### src/rtl/decoder_scan_seq.sv
// Registered binary-to-one-hot decoder with direct-select and dwell-timed scan modes.
// Build option: define DECODER_SCAN_ACTIVE_LOW_EN to drive D active-low.
module decoder_scan_seq #(
  parameter int SEL_W = 4,
  parameter int OUT_W = 16,
  parameter int DWELL = 4
) (
  input  logic             clk,
  input  logic             rst,
  input  logic             en,
  input  logic             mode,
  input  logic             sel_vld,
  input  logic [SEL_W-1:0] sel,
  input  logic             start,
  input  logic             stop,
  output logic [OUT_W-1:0] D,
  output logic [SEL_W-1:0] idx,
  output logic             busy,
  output logic             wrap,
  output logic             err,
  output logic [1:0]       dbg_state
);

  localparam int               CNT_W    = $clog2(DWELL) + 1;
  localparam logic [CNT_W-1:0] DWELL_M1 = CNT_W'(DWELL - 1);
  localparam logic [SEL_W:0]   OUT_W_L  = (SEL_W + 1)'(OUT_W);
  localparam logic [SEL_W-1:0] LAST_IDX = SEL_W'(OUT_W - 1);
`ifdef DECODER_SCAN_ACTIVE_LOW_EN
  localparam logic [OUT_W-1:0] D_IDLE = '1;
`else
  localparam logic [OUT_W-1:0] D_IDLE = '0;
`endif

  typedef enum logic [1:0] {
    ST_IDLE = 2'd0,
    ST_HOLD = 2'd1,
    ST_SCAN = 2'd2
  } state_t;

  state_t           r_state, w_state_nxt;
  logic [SEL_W-1:0] r_idx, w_idx_nxt;
  logic [CNT_W-1:0] r_dwell, w_dwell_nxt;
  logic             r_wrap, w_wrap_nxt;
  logic             r_err, w_err_nxt;
  logic [OUT_W-1:0] r_d, w_d_nxt, w_onehot;

  // State register: every architectural register, including D, updates here.
  always_ff @(posedge clk) begin
    if (rst) begin
      r_state <= ST_IDLE;
      r_idx   <= '0;
      r_dwell <= '0;
      r_wrap  <= 1'b0;
      r_err   <= 1'b0;
      r_d     <= D_IDLE;
    end else begin
      r_state <= w_state_nxt;
      r_idx   <= w_idx_nxt;
      r_dwell <= w_dwell_nxt;
      r_wrap  <= w_wrap_nxt;
      r_err   <= w_err_nxt;
      r_d     <= w_d_nxt;
    end
  end

  // Next-state: command priority stop > start(mode=1) > sel_vld(mode=0); en=0 freezes all.
  always_comb begin
    w_state_nxt = r_state;
    w_idx_nxt   = r_idx;
    w_dwell_nxt = r_dwell;
    w_wrap_nxt  = 1'b0;
    w_err_nxt   = 1'b0;
    if (en) begin
      if (stop) begin
        w_state_nxt = ST_IDLE;
        w_idx_nxt   = '0;
        w_dwell_nxt = '0;
      end else if (start && mode) begin
        w_state_nxt = ST_SCAN;
        w_idx_nxt   = '0;
        w_dwell_nxt = DWELL_M1;
      end else if (sel_vld && !mode) begin
        w_dwell_nxt = '0;
        if ({1'b0, sel} < OUT_W_L) begin
          w_state_nxt = ST_HOLD;
          w_idx_nxt   = sel;
        end else begin
          w_state_nxt = ST_IDLE;
          w_idx_nxt   = '0;
          w_err_nxt   = 1'b1;
        end
      end else if (r_state == ST_SCAN) begin
        if (r_dwell == '0) begin
          w_dwell_nxt = DWELL_M1;
          if (r_idx == LAST_IDX) begin
            w_idx_nxt  = '0;
            w_wrap_nxt = 1'b1;
          end else begin
            w_idx_nxt = r_idx + 1'b1;
          end
        end else begin
          w_dwell_nxt = r_dwell - 1'b1;
        end
      end
    end
  end

  // Outputs: D is precomputed here and registered, so the pins never glitch.
  always_comb begin
    w_onehot = '0;
    if (en && (w_state_nxt != ST_IDLE)) begin
      w_onehot = {{(OUT_W-1){1'b0}}, 1'b1} << w_idx_nxt;
    end
`ifdef DECODER_SCAN_ACTIVE_LOW_EN
    w_d_nxt   = ~w_onehot;
`else
    w_d_nxt   = w_onehot;
`endif
    D         = r_d;
    idx       = r_idx;
    busy      = (r_state == ST_SCAN);
    wrap      = r_wrap;
    err       = r_err;
    dbg_state = r_state;
  end

endmodule

### config.mk
export PLATFORM = sky130hd
export DESIGN_NAME = decoder_scan_seq
export DESIGN_NICKNAME = d
export VERILOG_FILES = /design/src/rtl/decoder_scan_seq.sv
export SDC_FILE = /design/constraint.sdc
export NUM_CORES = 1
export LEC_CHECK = 0
export ABC_AREA = 1
export BUFFER_PORTS_ARGS = -buffer_cell sky130_fd_sc_hd__buf_4
export CORE_MARGIN = 2
export CORE_UTILIZATION = 25
export CTS_BUF_LIST = sky130_fd_sc_hd__clkbuf_8
export DETAILED_ROUTE_END_ITERATION = 8
export SLEW_MARGIN = 0
export SYNTH_ARGS = -nofsm -noshare
export SYNTH_HDL_FRONTEND = slang
export SYNTH_SLANG_ARGS = --single-unit
### constraint.sdc
create_clock -name clk -period 3.5 [get_ports clk]
set_input_delay 0.7 -clock clk [delete_from_list [all_inputs] [get_ports clk]]
set_output_delay 0.7 -clock clk [all_outputs]
set_load 0.05 [all_outputs]
# --- Word-level counts from Yosys, hierarchy flattened ---
# Cells that the tools add are included.
op_classes:
  eq_ne: 2
  add_sub_neg: 2
  reduce_logical: 10
  shifts: 1
  mux: 17
  bitwise: 4
ops:
  columns: ["operator", "count"]
  rows:
  - ["two-way mux 4 bit", 7]
  - ["left shift 1 x 4 -> 16 bit, first input constant", 1]
  - ["two-way mux 3 bit", 5]
  - ["two-way mux 2 bit", 4]
  - ["OR reduction 7 bit", 1]
  - ["adder 4 x 1 -> 4 bit, second input constant", 1]
  - ["== test 4 bit, second input constant", 1]
  - ["NOT 1 bit", 4]
  - ["nonzero test 4 bit", 1]
  - ["logical AND 1 bit", 3]
  - ["logical NOT 3 bit", 1]
  - ["subtractor 3 x 1 -> 3 bit, second input constant", 1]
  - ["== test 2 bit, second input constant", 1]
  - ["AND reduction 2 bit", 1]
  - ["nonzero test 2 bit", 1]
  - ["OR reduction 2 bit", 1]
  - ["logical NOT 1 bit", 1]
  - ["two-way mux 1 bit", 1]
totals:
  reg_bits: 26
  inputBits: 11
  wordCells: 41

# --- Depth between registers and ports, before layout ---
# Gate-level depths: netlist of the first run.
depth:
  depth_word: 10
  ltp_mapped: 12
  ltp_nobuf: 12

# --- Least setup slack after synthesis of the first run ---
# OpenSTA, ideal clock, no wires.
synth_timing:
  path_type: "reg2reg"
  from: "reg r_state[1], in the netlist dbg_state[1]"
  to: "reg r_d[14], in the netlist D[14]"
  t_arrival_ns: 1.700
  stages_incl_launch_ff: 10
  slack_ns: 1.683
  n_path_buf: 0
  period_less_slack_ns: 1.817
  t_required_ns: 3.383
  path_cell_list: "dfxtp_1 -> inv_2 -> nor2_4 -> nand2_2 -> nand2_1 -> nand3_2 -> a21boi_4 -> nor2_2 -> nand2_1 -> nor2_1"
synth_via:
  word_cells_on_any_way: 15
  classes_between: "eq/ne (1); shift (1); mux (9); bitwise (1); reduce/logical (3)"
synth_rtl:
  columns: ["element", "line_no", "source"]
  rows:
  - ["start: declaration", "40", "state_t r_state, w_state_nxt;"]
  - ["start signal: assignment", "57", "r_state <= w_state_nxt;"]
  - ["== test 2 bit", null, null]
  - ["net busy", "18", "output logic busy,"]
  - ["two-way mux 4 bit", "92", "end else if (r_state == ST_SCAN) begin"]
  - ["two-way mux 4 bit", "82", "end else if (sel_vld && !mode) begin"]
  - ["two-way mux 4 bit", "78", "end else if (start && mode) begin"]
  - ["two-way mux 4 bit", "74", "if (stop) begin"]
  - ["two-way mux 4 bit", "73", "if (en) begin"]
  - ["left shift 1 x 4 -> 16 bit", "112", "w_onehot = {{(OUT_W-1){1'b0}}, 1'b1} << w_idx_nxt;"]
  - ["end signal: assignment", "62", "r_d <= w_d_nxt;"]
  - ["end: declaration", "45", "logic [OUT_W-1:0] r_d, w_d_nxt, w_onehot;"]
# The timed path passes the listed nets, and every way through them passes these cells.
# A chain may end at the register's enable or synchronous reset.

# --- Worst setup path after layout of the first run ---
layout_timing:
  from: "reg r_state[1], in the netlist dbg_state[1]"
  to: "out busy"
layout_via:
  elab_chain_len: 1
layout_rtl:
  columns: ["element", "line_no", "source"]
  rows:
  - ["== test 2 bit", "121", "busy = (r_state == ST_SCAN);"]
  - ["end: declaration", "18", null]
# No other way between the ends.

==> results.md, run 1 <==
- The worst hold path terminates at r_dwell[1].
- The clock network power share is 38.0%.
- The total DRC errors in the routed layout is 0.
- The number of sinks driven by the clock tree is 26.
- The width of the die is 74.4 um.
- Once the floorplan was initialized, standard cells occupied 26.0% of the core.
- The endpoint arrival time on the critical path is 1.11 ns.
- 0 antenna diodes ended up in the layout.
- The placed wire-length estimate is 2190 um.
- The worst clock skew is 0.00395 ns.
- The number of hold violations in the final report is 0.
- Counting cells, the worst reg-to-reg path comes to 10.
- The clock insertion delay at the later pin of the skew report is 0.27 ns.
- For this run, the total global-route usage over all layers was measured as 10.2%.
- The worst setup margin is 1.69 ns.
- Sorting the synthesized cells by area gives the leading types as sky130_fd_sc_hd__dfxtp_1, sky130_fd_sc_hd__nor2_1, sky130_fd_sc_hd__nand2_1.
- Setup repair after global routing left no endpoint under its margin.
- Dividing total power by cell area gives a power density of 401 mW/mm2.
- After synthesis, the largest area contributor takes up 42.1% of total cell area.
- The top-level port count is 36.
- STA classifies the critical path endpoint as an output pin.
- The final setup violation count is 0.
- The layout has 542 filler cells.
- The combined flip-flop and latch cell area is 520 um2.
- During synthesis, Yosys emitted a total of 0 warnings.
- Max-cap violations in this run came to 0.
- Static timing analysis puts the maximum clock frequency at 0.552 GHz.
- The number of buffers added for setup after CTS is 0.
- After synthesis the cells add up to 0.00124 mm2.
- The synthesized design spends more area on one cell type than any other, namely sky130_fd_sc_hd__dfxtp_1.
- The signal on the critical path passes through inv_2, nor2_4, buf_4.
- The floorplan die height is 74.4 um.
- The worst reg-to-reg setup slack is 1.91 ns.
- The cell count after synthesis came out at 159.
- In this run, synthesis produced a sequential element count of 26.
- The proportion of layout cells with a drive suffix above 1 is 35.1%.
- Counting flops with an async set or reset pin after synthesis yields a share of 0%.
- The share of synthesized area occupied by flip-flops and latches is 42.1%.
- The number of max-slew violations in the final report was 0.
- The mean instance size in the synthesized netlist is 7.78 um2.
- The library cell contributing the largest single delay on the critical path is sky130_fd_sc_hd__dfxtp_1.
- After clock tree synthesis, the flow added hold-fix buffers numbering 0.
- The count of antenna-violating nets left after detailed routing is 0.
- The die covers 0.00553 mm2.
- The area added between synthesis and finish is 31.6%.
- The net count of the mapped netlist is 173.
- The number of buffers added on ports is 34.
- CTS built an H-tree with a depth of 1.
- The clock buffer count from CTS is 3.
- In this run switching power makes up 25.4% of total power.
- In the final design database the tool counted 209 nets.
- The sequential power share is 46.9%.
- The worst setup path is launched from a flip-flop.
- The setup path with the least slack is of type reg2out.
- For this run, the slowest stage of the critical path takes 0.41 ns.
- TritonCTS built the clock tree.
- Summed over all layers, the global routing overflow is 0.
- The worst slack at placement is 1.63 ns.
- The flow ran to the end, and the final reports show no timing, DRC or antenna violations.
- The share of total power in combinational logic is 15.1%.
- No sink is reached through more buffers than the 2 on the longest clock path.
- After clock tree synthesis, the repair step resized 0 gates.
- The commonest cells after synthesis are sky130_fd_sc_hd__nor2_1, sky130_fd_sc_hd__nand2_1, sky130_fd_sc_hd__dfxtp_1.
- The floorplan has 25 rows.
- The routed design could run at a clock period as short as 1.81 ns.
- The count of flip-flops with a built-in enable after synthesis is 0.
- The worst hold path passes through 2 cells.
- The dominant synthesized flop cell is sky130_fd_sc_hd__dfxtp_1.
- The first global-routing pass estimated 4340 um of wire.
- The via count of the first global-routing pass is 1009.
- Dividing the final minimum period by the clock period gives 51.8%.
- The reported leakage power is 0.719 nW.
- The multi-input logic area is 638 um2.
- The DRC violation total after the first TritonRoute iteration is 46.
- The worst hold path belongs to the class reg2reg.
- The worst-case IR drop observed on VDD is 0.233 mV.
- The distinct cell type count after synthesis is 24.
- The maximum fanout count along the critical path is 4.
- The area inside the core boundary is 0.00475 mm2.
- The cell-internal power is 0.000488 W.
- Clock-pin slew was measured on the worst setup and hold paths at 0.09 ns.
- Yosys instantiated no cell more often than sky130_fd_sc_hd__nor2_1.
- Entering global routing, the biggest net connects 16 pins.
- In this run the critical register-to-register path is captured at D[11].
- The detail-routed via count per cell is 4.06.
- The initial antenna violation count is 0.
- After detailed routing, the average wire length per cell comes to 10.4 um.
- The total wirelength of the detailed-routed design is 2720 um.
- The analysis attributes to net switching a power of 0.000166 W.
- The first-pass iteration count of the detailed router is 4.
- The total vias in the final route is 1059.
- The start point of the worst hold path is r_dwell[1].
- The clock tree root driver cell is sky130_fd_sc_hd__clkbuf_8.
- The setup TNS is 0 ns.
- In this run the critical register-to-register path is launched from r_dwell[0].
- The required time at the endpoint of the critical path is 2.80 ns.
- The final weighted congestion in routability-driven placement is 0.810.
## placed cells by master, fill, tap and decap left out, drive strengths merged
cell type / instances
a211oi: 4
clkbuf: 3
a21boi: 1
nand3: 17
a21oi: 7
bufinv: 1
nand2: 38
dfxtp: 26
ha: 3
o21a: 1
nor2: 39
conb: 1
buf: 34
nor4: 1
inv: 16
o21ai: 1
or2: 1
## per-layer routing
layer	vias up	routed length (um)	track usage, %
met2	16	1310	17.3
met4	0	46	4.17
met1	468	1280	13.2
met5	-	0	0
met3	4	78	1.08
li1	571	-	-
## worst max-delay path, delay by kind of cell (launching register included)
kind | cells | cell delay (ns)
flops | 1 | 0.41
simple gates | 1 | 0.14
buf+inv | 2 | 0.29
## power by group through the flow
| stage | Clock [W] | Sequential (W) | Combinational [W] |
|---|---|---|---|
| finish | 0.000248 | 0.000306 | 0.0000991 |
| global route | 0.000265 | 0.000308 | 0.000110 |
| CTS | 0.000256 | 0.000307 | 0.000100 |
| detailed placement | 0 | 0.000313 | 0.0000996 |
| global placement | 0 | 0.000313 | 0.0000997 |
| floorplan | 0 | 0.000323 | 0.0000651 |
## cells by family after synthesis
family / Yosys count / synth area share [%]
buffers and inverters: 19 / 6.37
and+or+nand+nor: 96 / 38.3
AOI/OAI and AO/OA: 14 / 9.91
adders and majority gates: 3 / 3.03
other: 1 / 0.303
DFF: 26 / 42.1
## registers in the layout (all words and copies together), names as in the netlist
name       flops
wrap           1
idx            4
r_dwell        3
dbg_state      2
D             16
## final cells by class
class	instances	area share [%]
Multi-Input combinational cell	114	39.2
Inverter	16	3.69
Tap cell	67	5.15
Sequential cell	26	32.0
Timing Repair Buffer	34	15.7
Clock inverter	1	1.84
Clock buffer	3	2.53
## per-stage QoR
stage	total power (W)	hold slack (ns)	area (um2)	instances	utilization (%)
finish	0.000654	0.505	1630	261	34.3
global route	0.000683	0.548	1630	261	34.3
CTS	0.000662	0.507	1630	261	34.3
detailed placement	0.000413	0.493	1560	257	32.8
global placement	0.000413	0.488	1560	257	32.8
floorplan	0.000388	0.467	1240	159	-
## worst max path at each step
stage / cells after the start / slack (ns) / endpoint / startpoint
2_1_floorplan: 9 / 1.68 / D[14] / dbg_state[1]
3_3_place_gp: 8 / 1.67 / D[11] / mode
3_5_place_dp: 8 / 1.63 / D[11] / mode
4_1_cts: 3 / 1.67 / busy / dbg_state[1]
5_1_grt: 3 / 1.61 / busy / dbg_state[1]
6_report: 3 / 1.69 / busy / dbg_state[1]
No activity file was read; power rests on OpenSTA's default activity.
==> run 2, diff against run 1 <==
clock period = 1.6 ns   (was 3.5 ns; I/O delays follow)
==> run 2 against run 1 <==
Compared with the run above:
- critical path depth increased by 7
- via count increased by 3.2%
- first-iteration DRC count increased by 43%
- register-to-register slack got worse by 1.8 ns
- sequential power increased by 120%
- largest cell class unchanged
- largest power group unchanged
==> results.md, run 2 (synthesized netlist as in run 1, its figures left out) <==
- The top-level port count is 36.
- The total vias in the final route is 1093.
- Setup repair after global routing could not meet its margin everywhere.
- The number of maximum-capacitance constraint violations is 0.
- The clock net in this run drives a total of 26 sinks.
- The run finished with clean final reports.
- The area inside the core boundary is 0.00475 mm2.
- Cells with a size suffix above 1 make up 45.2% of the layout.
- The tree is rooted in a sky130_fd_sc_hd__clkbuf_8.
- The type of the most critical hold path is in2reg.
- In this run the static leakage power is 0.753 nW.
- The pin count of the biggest net entering global routing is 16.
- Hold is met by 0.288 ns.
- The count of antenna-violating nets left after detailed routing is 0.
- The worst reg2reg path depth is 10.
- The area added between synthesis and finish is 39.9%.
- Summed over all failing endpoints, the final setup total negative slack is 0 ns.
- The initial antenna violation count is 0.
- The number of antenna diodes in the final layout is 0.
- Across all register-to-register paths, the minimum setup slack is 0.07 ns.
- Row generation in the floorplan step produced 25 rows.
- The worst clock skew is 0.00651 ns.
- The required time at the endpoint of the critical path is 1.82 ns.
- The final period demand of the worst path is 1.53 ns.
- The reg-to-reg critical path startpoint is r_dwell[0].
- The floorplan step defined a die boundary enclosing 0.00553 mm2.
- Global routing used 10.4% of the available tracks.
- At the end of routability-driven placement, the weighted congestion stood at 0.814.
- The number of hold violations in the final report is 0.
- The startpoint of the worst setup timing path is r_dwell[0].
- After filler insertion, the fill cell instance count of the layout stands at 517.
- Data arrives at the worst endpoint at 1.75 ns.
- The post-placement cell area is 0.00156 mm2.
- The flip-flop count of the largest register after layout is 16.
- The number of max-slew violations in the final report came to 0.
- The TritonCTS clock tree is done.
- The count of hold-fix buffers inserted at cts is 0.
- Buffers inserted during clock tree synthesis total 3.
- The number of H-tree levels is 1.
- Summed over all nets, the half-perimeter wirelength after detailed placement is 2120 um.
- The worst setup path is captured at a flip-flop.
- Dividing the final minimum period by the clock period gives 95.6%.
- STA classifies the critical path startpoint as a flip-flop.
- The detail-routed via count per cell is 4.14.
- Setup violations remaining at the end of the flow were counted as 0.
- The first-pass iteration count of the detailed router is 4.
- For hold timing, the worst endpoint is idx[1].
- The clock passes through at most 2 buffers.
- The width of the die is 74.4 um.
- Clock-pin slew was measured on the worst setup and hold paths at 0.09 ns.
- Static timing analysis puts the maximum clock frequency at 0.654 GHz.
- The floorplan step set the die height to 74.4 um.
- The initial utilization of the core area, before any placement, comes to 26.0%.
- The overall power after layout is 0.00147 W.
- The top cell types in the final layout, fill and taps aside, are sky130_fd_sc_hd__buf_4, sky130_fd_sc_hd__nor2_1, sky130_fd_sc_hd__nand2_1, sky130_fd_sc_hd__dfxtp_1, sky130_fd_sc_hd__nand2_2.
- The wire length per cell after detailed routing is 11.0 um.
- The maximum vdd ir drop is 0.532 mV.
- Summing all non-filler instances in the final layout gives an area of 0.00173 mm2.
- The global route total overflow is 0.
- The first global-routing pass estimated 4490 um of wire.
- The endpoint identified for the worst register-to-register timing path is D[11].
- Of all nets on the critical path, the largest fanout is 5.
- The via count of the first global-routing pass is 1000.
- The clock reaches the later pin of the worst-skew pair after 0.27 ns.
- For this run, design rule violations remaining after detail routing come to 0.
- After the last flow step, the layout net total stands at 212.
- In this run, the number of DRC markers left after iteration 0 of detailed routing was 66.
- By startpoint and endpoint, the worst setup path is classified as reg2reg.
- The power per cell area is 849 mW/mm2.
- The cell depth of the worst min-delay path is 2.
- The fraction of the core area covered by cells at the end of the flow is 36.4%.
- The total wirelength of the detailed-routed design is 2920 um.
- Leaving out fill and tap cells, the most frequent cell in the layout is sky130_fd_sc_hd__buf_4.
- In this run the tool buffered the top-level ports with 34 buffer cells.
- In this run the most critical hold path is launched from rst.
run 2: final cells by class:
class                      instances  area, um2  area share [%]
timing repair buffer              37        278            16.0
tap                               67       83.8            4.84
clock inverter                     1       30.0            1.73
sequential                        26        528            30.5
clock buffer                       3       41.3            2.38
multi-input combinational        114        711            41.0
inverter                          16       60.1            3.47
run 2: repair_timing:
item | in CTS | in global routing
gates resized for setup | 0 | 21
hold endpoints to repair | 0 | 0
setup buffers | 0 | 3
endpoints found under the setup margin | 0 | 16
run 2: worst max path at each step:
stage / to / depth (start not counted)
after CTS: D[14] / 12
after global routing: D[11] / 10
after global placement: D[14] / 11
after floorplan: D[14] / 8
after detailed placement: D[14] / 11
final: D[11] / 10
run 2: power breakdown:
group          leakage [nW]  internal (W)  switching, W
Sequential            0.212      0.000660     0.0000125
Combinational         0.505     0.0000910      0.000158
Clock                0.0357      0.000335      0.000215
Total                 0.753       0.00109      0.000385
run 2: metal layers:
layer	wire, um	part of all wire (%)	track usage (%)
met5	0	0	0
met4	34	1.2	3.57
met3	148	5.1	2.03
met2	1370	47	16.1
met1	1360	47	14.6
run 2: metrics by stage:
| stage | worst slack [ns] | cells |
|---|---|---|
| final | 0.0702 | 264 |
| after global routing | -0.0308 | 264 |
| after global placement | 0.0760 | 257 |
| after detailed placement | 0.0531 | 257 |
| after CTS | 0.0169 | 261 |
| after floorplan | 0.00240 | 159 |
run 2: worst max-delay path, stage by stage, from the launching register on:
cell and delay (ns):
sky130_fd_sc_hd__dfxtp_2 0.34, sky130_fd_sc_hd__inv_2 0.08, sky130_fd_sc_hd__ha_4 0.14, sky130_fd_sc_hd__inv_2 0.04
sky130_fd_sc_hd__nor2_4 0.14, sky130_fd_sc_hd__nand3_2 0.11, sky130_fd_sc_hd__nand2_2 0.10, sky130_fd_sc_hd__nand3_4 0.08
sky130_fd_sc_hd__a21oi_4 0.23, sky130_fd_sc_hd__nand3_2 0.12, sky130_fd_sc_hd__nor2_2 0.11
